===== config.mk =====
export PLATFORM = sky130hd
export DESIGN_NAME = compress_frontend
export DESIGN_NICKNAME = d
export VERILOG_FILES = /design/src/rtl/compress_frontend.sv
export SDC_FILE = /design/constraint.sdc
export NUM_CORES = 1
export LEC_CHECK = 0
export ABC_AREA = 1
export CORE_MARGIN = 2
export CORE_UTILIZATION = 60
export DETAILED_ROUTE_END_ITERATION = 7
export PLACE_DENSITY = 0.85
export SLEW_MARGIN = 20
export SYNTH_ARGS = -nofsm -noshare
export SYNTH_HDL_FRONTEND = slang
export SYNTH_SLANG_ARGS = --single-unit

===== constraint.sdc =====
create_clock -name clk -period 11.15 [get_ports clk]
set_input_delay 1.115 -clock clk [delete_from_list [all_inputs] [get_ports clk]]
set_output_delay 1.115 -clock clk [all_outputs]
set_load 0.02 [all_outputs]

===== src/rtl/compress_frontend.sv =====
// compress_frontend: upstream stage of the dictionary compressor.
// Packs up to WORD_BYTES input bytes into one word, issues a single compress
// command to the dictionary, captures the returned code and queues
// {last, code} entries in a small output FIFO for the packet stage.
//
// Ports:
//   clk, reset            clock, asynchronous active-high reset
//   in_valid/in_ready     byte stream handshake; in_data byte, in_last ends frame
//   dict_cmd/dict_data    command (00 idle, 01 compress) and word to compress
//   dict_resp/dict_code   response (01 ok, else error) and returned code
//   out_valid/out_ready   code FIFO handshake; out_code head code, out_last frame end
//   err                   sticky dictionary-error flag
// Optional feature (macro CMP_FE_STATS_EN): adds stat_words / stat_errs
// saturating counters of issued words and error responses.
module compress_frontend #(
  parameter int unsigned FIFO_DEPTH = 4,
  parameter int unsigned WORD_BYTES = 10
) (
  input  logic                    clk,
  input  logic                    reset,
  input  logic                    in_valid,
  output logic                    in_ready,
  input  logic [7:0]              in_data,
  input  logic                    in_last,
  output logic [1:0]              dict_cmd,
  output logic [8*WORD_BYTES-1:0] dict_data,
  input  logic [1:0]              dict_resp,
  input  logic [7:0]              dict_code,
  output logic                    out_valid,
  input  logic                    out_ready,
  output logic [7:0]              out_code,
  output logic                    out_last,
  output logic                    err
`ifdef CMP_FE_STATS_EN
  ,
  output logic [31:0]             stat_words,
  output logic [15:0]             stat_errs
`endif
);

  localparam int unsigned DW    = 8 * WORD_BYTES;
  localparam int unsigned CNT_W = $clog2(WORD_BYTES);
  localparam int unsigned AW    = $clog2(FIFO_DEPTH);
  localparam int unsigned CW    = AW + 1;

  typedef enum logic [1:0] {COLLECT, ISSUE, WAIT, PUSH} state_e;

  state_e            state_q, state_d;
  logic [CNT_W-1:0]  cnt_q, cnt_d;
  logic [DW-1:0]     word_q, word_d;
  logic              last_q, last_d;
  logic [7:0]        code_q, code_d;
  logic              err_q, err_d;

  logic              in_ready_q;
  logic [1:0]        dict_cmd_q;
  logic [DW-1:0]     dict_data_q;
  logic              out_valid_q;
  logic [7:0]        out_code_q;
  logic              out_last_q;

  logic [8:0]        mem_q [FIFO_DEPTH];
  logic [AW-1:0]     rd_ptr_q, rd_ptr_d, wr_ptr_q, wr_ptr_d;
  logic [CW-1:0]     count_q, count_d;
  logic [8:0]        push_entry, head_d;
  logic              push, pop, full, accept, resp_ok;

  assign accept     = in_valid & in_ready_q;
  assign pop        = out_valid_q & out_ready;
  assign full       = (count_q == CW'(FIFO_DEPTH));
  assign resp_ok    = (dict_resp == 2'b01);
  assign push_entry = {last_q, code_q};

  // State and datapath registers
  always_ff @(posedge clk or posedge reset) begin
    if (reset) begin
      state_q <= COLLECT;
      cnt_q   <= '0;
      word_q  <= '0;
      last_q  <= 1'b0;
      code_q  <= '0;
      err_q   <= 1'b0;
    end else begin
      state_q <= state_d;
      cnt_q   <= cnt_d;
      word_q  <= word_d;
      last_q  <= last_d;
      code_q  <= code_d;
      err_q   <= err_d;
    end
  end

  // Next-state and datapath update
  always_comb begin
    state_d = state_q;
    cnt_d   = cnt_q;
    word_d  = word_q;
    last_d  = last_q;
    code_d  = code_q;
    err_d   = err_q;
    push    = 1'b0;
    case (state_q)
      COLLECT: begin
        if (accept) begin
          for (int k = 0; k < WORD_BYTES; k++) begin
            if (cnt_q == CNT_W'(k)) word_d[8*k +: 8] = in_data;
          end
          cnt_d  = cnt_q + CNT_W'(1);
          last_d = in_last;
          if (in_last || cnt_q == CNT_W'(WORD_BYTES - 1)) state_d = ISSUE;
        end
      end
      ISSUE: state_d = WAIT;
      WAIT: begin
        if (resp_ok) begin
          code_d  = dict_code;
          state_d = PUSH;
        end else begin
          // Failed word is dropped; earlier FIFO entries keep their last flag.
          err_d   = 1'b1;
          cnt_d   = '0;
          word_d  = '0;
          last_d  = 1'b0;
          state_d = COLLECT;
        end
      end
      PUSH: begin
        if (!full || pop) begin
          push    = 1'b1;
          cnt_d   = '0;
          word_d  = '0;
          last_d  = 1'b0;
          state_d = COLLECT;
        end
      end
      default: state_d = COLLECT;
    endcase
  end

  // FIFO pointer / occupancy bookkeeping
  always_comb begin
    rd_ptr_d = pop  ? rd_ptr_q + AW'(1) : rd_ptr_q;
    wr_ptr_d = push ? wr_ptr_q + AW'(1) : wr_ptr_q;
    case ({push, pop})
      2'b10:   count_d = count_q + CW'(1);
      2'b01:   count_d = count_q - CW'(1);
      default: count_d = count_q;
    endcase
    // Entry being pushed becomes the head when it lands on the next read slot.
    head_d = (push && rd_ptr_d == wr_ptr_q) ? push_entry : mem_q[rd_ptr_d];
  end

  always_ff @(posedge clk or posedge reset) begin
    if (reset) begin
      for (int i = 0; i < FIFO_DEPTH; i++) mem_q[i] <= '0;
      rd_ptr_q <= '0;
      wr_ptr_q <= '0;
      count_q  <= '0;
    end else begin
      if (push) mem_q[wr_ptr_q] <= push_entry;
      rd_ptr_q <= rd_ptr_d;
      wr_ptr_q <= wr_ptr_d;
      count_q  <= count_d;
    end
  end

  // Registered outputs, computed from next state so they align with it
  always_ff @(posedge clk or posedge reset) begin
    if (reset) begin
      in_ready_q  <= 1'b1;
      dict_cmd_q  <= 2'b00;
      dict_data_q <= '0;
      out_valid_q <= 1'b0;
      out_code_q  <= '0;
      out_last_q  <= 1'b0;
    end else begin
      in_ready_q  <= (state_d == COLLECT);
      dict_cmd_q  <= (state_d == ISSUE) ? 2'b01 : 2'b00;
      if (state_d == ISSUE) dict_data_q <= word_d;
      out_valid_q <= (count_d != '0);
      out_code_q  <= (count_d != '0) ? head_d[7:0] : 8'h00;
      out_last_q  <= (count_d != '0) ? head_d[8] : 1'b0;
    end
  end

  assign in_ready  = in_ready_q;
  assign dict_cmd  = dict_cmd_q;
  assign dict_data = dict_data_q;
  assign out_valid = out_valid_q;
  assign out_code  = out_code_q;
  assign out_last  = out_last_q;
  assign err       = err_q;

`ifdef CMP_FE_STATS_EN
  logic [31:0] stat_words_q;
  logic [15:0] stat_errs_q;

  // Saturating activity counters
  always_ff @(posedge clk or posedge reset) begin
    if (reset) begin
      stat_words_q <= '0;
      stat_errs_q  <= '0;
    end else begin
      if (state_d == ISSUE && stat_words_q != '1) stat_words_q <= stat_words_q + 32'd1;
      if (state_q == WAIT && !resp_ok && stat_errs_q != '1) stat_errs_q <= stat_errs_q + 16'd1;
    end
  end

  assign stat_words = stat_words_q;
  assign stat_errs  = stat_errs_q;
`endif

endmodule

# ---- Yosys cells after proc, flatten, opt, wreduce, memory -nomap -nowiden
# Index checks and enable logic that the tools add are counted.
dict set report word_totals {
  elab_cells 107
  regBits 231
  output_inout_bits 94
  input_bits 23
}
dict set report op_classes {
  eq_ne 21
  n_mux 41
  addsub 5
  n_reduce_logical 13
  n_bitwise 5
  magnitude_cmp 3
}
# cell n
set op_table {}
lappend op_table {{$mux 80} 3}
lappend op_table {{$pmux 80 s3} 1}
lappend op_table {{$mux 8} 11}
lappend op_table {{$bwmux 36} 1}
lappend op_table {{$mux 9} 4}
lappend op_table {{$bmux 9 s2} 1}
lappend op_table {{$demux 9 s2} 1}
lappend op_table {{$eq 4x3->1 const B} 4}
lappend op_table {{$mux 4} 3}
lappend op_table {{$pmux 4 s3} 1}
lappend op_table {{$mux 2} 5}
lappend op_table {{$eq 2x1->1 const B} 4}
lappend op_table {{$eq 4x2->1 const B} 2}
lappend op_table {{$eq 4x4->1 const B} 2}
lappend op_table {{$pmux 2 s4} 1}
lappend op_table {{$mux 1} 7}
lappend op_table {{$eq 2x2->1 const B} 3}
lappend op_table {{$ge 3x3->1 const B} 2}
lappend op_table {{$ne 2x2->1 const B} 3}
lappend op_table {{$not 2->3} 2}
lappend op_table {{$pmux 3 s2} 1}
lappend op_table {{$reduce_bool 3->1} 2}
lappend op_table {{$add 2x1->2 const B} 2}
lappend op_table {{$add 4x1->4 const B} 1}
lappend op_table {{16 further kinds} 21}

# ---- Longest topological paths before layout
dict set report depth {
  ltp_word 9
  mapped_depth 12
}

# ---- Worst setup path before layout
# OpenSTA, ideal clock, no wires.
dict set report synth_path {
  kind {in2reg}
  start {input out_ready}
  end {register out_code_q[0], in the netlist out_code[0]}
  setup_slack_ps 8220
  setup_time_ps 117
  n_path_buf 0
  arrival_time_ps 2814
  path_stages 11
  cell_sequence {nand2_1 nand3_1 nand2_2 ha_1 inv_1 fa_1 or2_2 nand4_1 nand3_1 nand2_1 nor2_1}
}
dict set report synth_via {
  elab_chain_len 8
  elab_cells_between_ends 17
}
# element line_no
set synth_rtl {}
lappend synth_rtl {{from (decl)} 30} ;# input logic out_ready,
lappend synth_rtl {{$and 1x1->1 *} 69} ;# assign pop = out_valid_q & out_ready;
lappend synth_rtl {{$logic_or 1x1->1 / $mux 2 (equally long branches)} {128, 142}}
lappend synth_rtl {{$mux 1 / $not 2->3 (equally long branches)} {128, 150}}
lappend synth_rtl {{$mux 1 / $bmux 9 s2 (equally long branches)} {102, 150}}
lappend synth_rtl {{$eq 2x1->1 (tied with other cells)} 144} ;# case ({push, pop})
lappend synth_rtl {{$pmux 3 s2 / $mux 9 (equally long branches)} {144, 150}}
lappend synth_rtl {{$reduce_bool 3->1 / $mux 9 (equally long branches)} {181, 150}}
lappend synth_rtl {{$mux 8 *} 181} ;# out_code_q <= (count_d != '0) ? head_d[7:0] : 8'h00;
lappend synth_rtl {{to (signal assigned)} 181}
lappend synth_rtl {{to (decl)} 59} ;# logic [7:0] out_code_q;
# Mark *: on every way between the ends. The rest lies on a longest branch, timed or not. The select of a mux whose other input is x is not followed.
# A chain may end at the register's enable or synchronous reset.

# ---- Final worst setup path
dict set report layout_path {
  start {input out_ready}
  end {register out_code_q[3], in the netlist out_code[3]}
}
# The elaborated chain is that of the path after synthesis.

==> run summary <==
• cell total after placement: 1409
• peak supply drop: 173 uV
• Max-Slew Margin vs Limit: 38.4%
• sequential element share of the synthesized area: 56.8%
• worst hold-check path type: register to register
• CTS tree: yes
• category of the worst setup path launch point: primary input
• maximum fanout encountered on the critical timing path: 23
• placed wire-length estimate: 14.7 mm
• Final Worst Setup Slack: 7820 ps
• data required time at the worst endpoint: 11590 ps
• fill cell total of the finished layout: 1188
• worst slack at placement: 7350 ps
• Buf/Inv on CP: 1
• crit-path cells: clkdlybuf4s50_1 > nand3_1 > nand2_1 > nand2_1 > nand2_1 > nand2_1 > nor2_4 > nor2_1 > nor2_1
• switching power as a share of total power: 39.1%
• status: finished, final reports clean
• number of buffers created by CTS: 24
• number of buffers inserted by port buffering: 115
• Leak Pwr: 5.49 nW
• origin of the worst min-delay path: mem_q[21]$_DFFE_PP0P_
• internal cell power: 2.06 mW
• Comb power frac: 39.3%
• initial drt markers: 772
• placement row count: 47
• Final ANT Viol Nets: 0
• met1 Resource Use GR: 38.2%
• number of standard cells in the layout, taps in and fillers out: 1451
• critical path type: primary input to register
• clock share of power: 22.8%
• Final setup violation count: 0
• TritonCTS sink count: 231
• CP Data Arrival Time: 3770 ps
• net count reported at finish: 1248
• Crit path top cell by count: nand2_1
• Hold Violations, Final: 0
• maximum level of the CTS H-tree: 1
• clock latency reported for the late side of the worst-skew pair: 520 ps
• fraction of met3 tracks used by global routing: 3.97%
• most area-hungry cell type in the Yosys netlist: dfrtp_1
• Die X-Extent: 134 um
• proportion of layout cells with a drive suffix above 1: 6.34%
• CP delay by family, top: simple AND/OR/NAND/NOR gates
• startpoint of the lowest-slack register-to-register path: cnt_q[1]$_DFFE_PP0P_
• combined global-route utilization of all metal layers: 27.0%
• Final Routed Wirelength: 24.0 mm
• path depth of the worst reg2reg path: 10
• clock transition time at the flip-flop clock pins of the worst setup and hold paths: 60 ps
• pin slew with the least headroom to its limit: 924 ps
• setup slack of the most critical reg-to-reg path: 8290 ps
• netlist area before placement: 10200 um^2
• top cells by area in the synthesized netlist: dfrtp_1, o21ai_1, nand2_1, o21ai_0, inv_1
• drt first pass iters: 5
• global route total overflow: 0
• final worst path period share: 29.9%
• number of cells traversed by the worst hold path: 2
• final critical delay including setup and external delays: 3330 ps
• number of hold buffers added after CTS: 0
• post-synth top area share: 56.6%
• residual DRC count: 0
• number of instances resized during post-cts repair: 0
• largest stage delay on the critical path: 850 ps
• boundary pin count: 117
• total net switching power: 1.33 mW
• Max Transition Viols Final: 0
• global route hottest layer: met2
• nature of the critical path endpoint: register
• Post-Synthesis Net Count: 1166
• Synth cell types: 32
• gpl congestion: 0.864
• total of max-cap violations: 0
• Total Die Area: 18000 um^2
• area growth from synthesis to final layout: 18.3%
• Clock Tree Buf Depth: 3
• global-route wire length before repair: 39.2 mm
• gate count of the mapped netlist: 1133
• final setup skew: 9.38 ps
• ratio of total power to cell area: 282 nW/um^2
• warning count from the yosys run: 0
• antenna violations before repair: 0
• number of buffers inserted by post-CTS setup repair: 0
• Max Clk Rate: 300 MHz
• Std-Cell Core Area: 16600 um^2
• total via count after detailed routing: 8085
• proportion of power drawn by flip-flops and latches: 37.9%
• Critical R2R Capture: dict_data[32]$_DFFE_PP0P_
• Clock Root Buffer: clkbuf_16
• post-detailed-route wirelength per cell: 16.5 um
• Final Total Pwr: 3.39 mW
• ANT cells: 0
• Initial Util: 61.4%
• Hold Path Sink: mem_q[21]$_DFFE_PP0P_
• routed vias/inst: 5.57
• mean cell area of the mapped netlist: 8.98 um^2
• slowest library cell on the worst path: nand2_1
• maximum number of pins on one net before global-route repair: 112
• met2 GRT Util: 43.5%
• chip height: 134 um
• setup repair after global routing missed its margin: false
• number of global-route vias before repair: 7725
• post-route worst hold slack: 478 ps
• #FFs+latches synth: 231
• Final TNS setup: 0 ps
## layout make-up
| type | instances | area (um^2) | share of cell area, % |
|---|---|---|---|
| Multi-Input combinational cell | 701 | 3500 | 29.1 |
| Tap cell | 220 | 275 | 2.29 |
| Sequential cell | 231 | 5780 | 48.0 |
| Clock buffer | 35 | 693 | 5.76 |
| Inverter | 137 | 527 | 4.38 |
| Clock inverter | 7 | 67.6 | 0.561 |
| Timing Repair Buffer | 120 | 1190 | 9.87 |
## cell usage after synthesis
cell type / number
buf_2: 17
nand2_2: 7
conb_1: 1
a21oi_1: 86
nand3b_1: 18
nor2_1: 35
xor2_1: 2
o21ai_1: 159
nand4_1: 3
ha_1: 9
nor2_4: 6
inv_2: 4
nor3_1: 1
o31ai_1: 1
clkbuf_1: 29
nand2_1: 191
buf_4: 1
dfrtp_1: 230
o21ai_0: 118
clkinv_4: 1
clkbuf_2: 2
buf_6: 15
nand3_1: 43
o21ai_2: 3
inv_1: 132
nor2_2: 4
nand2_4: 8
or2_2: 1
fa_1: 1
a21oi_2: 2
xnor2_1: 2
dfstp_2: 1
## registers in the layout, indices dropped and copies added, names as in the netlist
| name | count |
|---|---|
| dict_data | 80 |
| word_q | 80 |
| mem_q | 36 |
| code_q | 8 |
| out_code | 8 |
| cnt_q | 4 |
| count_q | 3 |
| rd_ptr_q | 2 |
| state_q | 2 |
| wr_ptr_q | 2 |
| dict_cmd | 1 |
| err | 1 |
| in_ready | 1 |
| last_q | 1 |
| out_last | 1 |
| out_valid | 1 |
## cell families after synthesis
group | count (synthesis) | share of synthesized area [%]
AO/OA/AOI/OAI | 369 | 18.4
AND/OR/NAND/NOR | 317 | 14.3
flip-flops | 231 | 56.8
buffers and inverters | 201 | 8.84
adder cells (fa/ha/maj) | 10 | 1.30
XOR/XNOR | 4 | 0.344
other | 1 | 0.0369
## worst max-delay path by stage
| stage | from | to | depth (start not counted) |
|---|---|---|---|
| after global placement | in_valid | dict_data[43]$_DFFE_PP0P_ | 8 |
| after CTS | in_valid | dict_data[32]$_DFFE_PP0P_ | 9 |
| after detailed placement | in_valid | dict_data[32]$_DFFE_PP0P_ | 9 |
| after floorplan | reset | cnt_q[0]$_DFFE_PP0P_ | 1 |
| after global routing | out_ready | out_code[5]$_DFF_PP0_ | 9 |
| final | out_ready | out_code[3]$_DFF_PP0_ | 9 |
## power by group through the flow
stage	clock, mW	combinational, mW	sequential [mW]
2_1_floorplan	0	0.751	1.40
3_3_place_gp	0	1.27	1.29
3_5_place_dp	0	1.31	1.29
4_1_cts	0.779	1.33	1.28
5_1_grt	0.814	1.48	1.31
6_report	0.772	1.33	1.29
## stage by stage
step	util [%]	instance area, um^2
6_report	72.6	12000
3_3_place_gp	68.0	11300
4_1_cts	72.6	12000
2_1_floorplan	-	10200
5_1_grt	72.6	12000
3_5_place_dp	68.0	11300
## cells in the final DEF, fill, tap and decap left out, types with 2 or more instances in the layout
cell,instances
dfrtp_1,230
nand2_1,191
o21ai_1,159
inv_1,131
o21ai_0,118
clkdlybuf4s50_1,115
a21oi_1,86
nand3_1,43
nor2_1,35
clkbuf_16,25
nand3b_1,18
nand2_4,9
ha_1,9
nor2_4,7
clkbuf_1,7
nand2_2,6
buf_4,5
inv_2,4
o21ai_2,3
nor2_2,3
nand4_1,3
clkbuf_8,3
clkinvlp_4,3
clkinv_2,3
a21oi_2,2
xor2_1,2
xnor2_1,2
## metal layers
layer | up-vias | share of wire, %
met5 | - | 0
met4 | 0 | 2.9
met3 | 60 | 6.5
met2 | 298 | 48
met1 | 3862 | 42
li1 | 3865 | -
## worst min-delay path, stage by stage (launching register included)
cell,delay (ps)
dfrtp_1,330
nand2_1,50
o21ai_0,60
No activity file was read; power rests on OpenSTA's default activity.
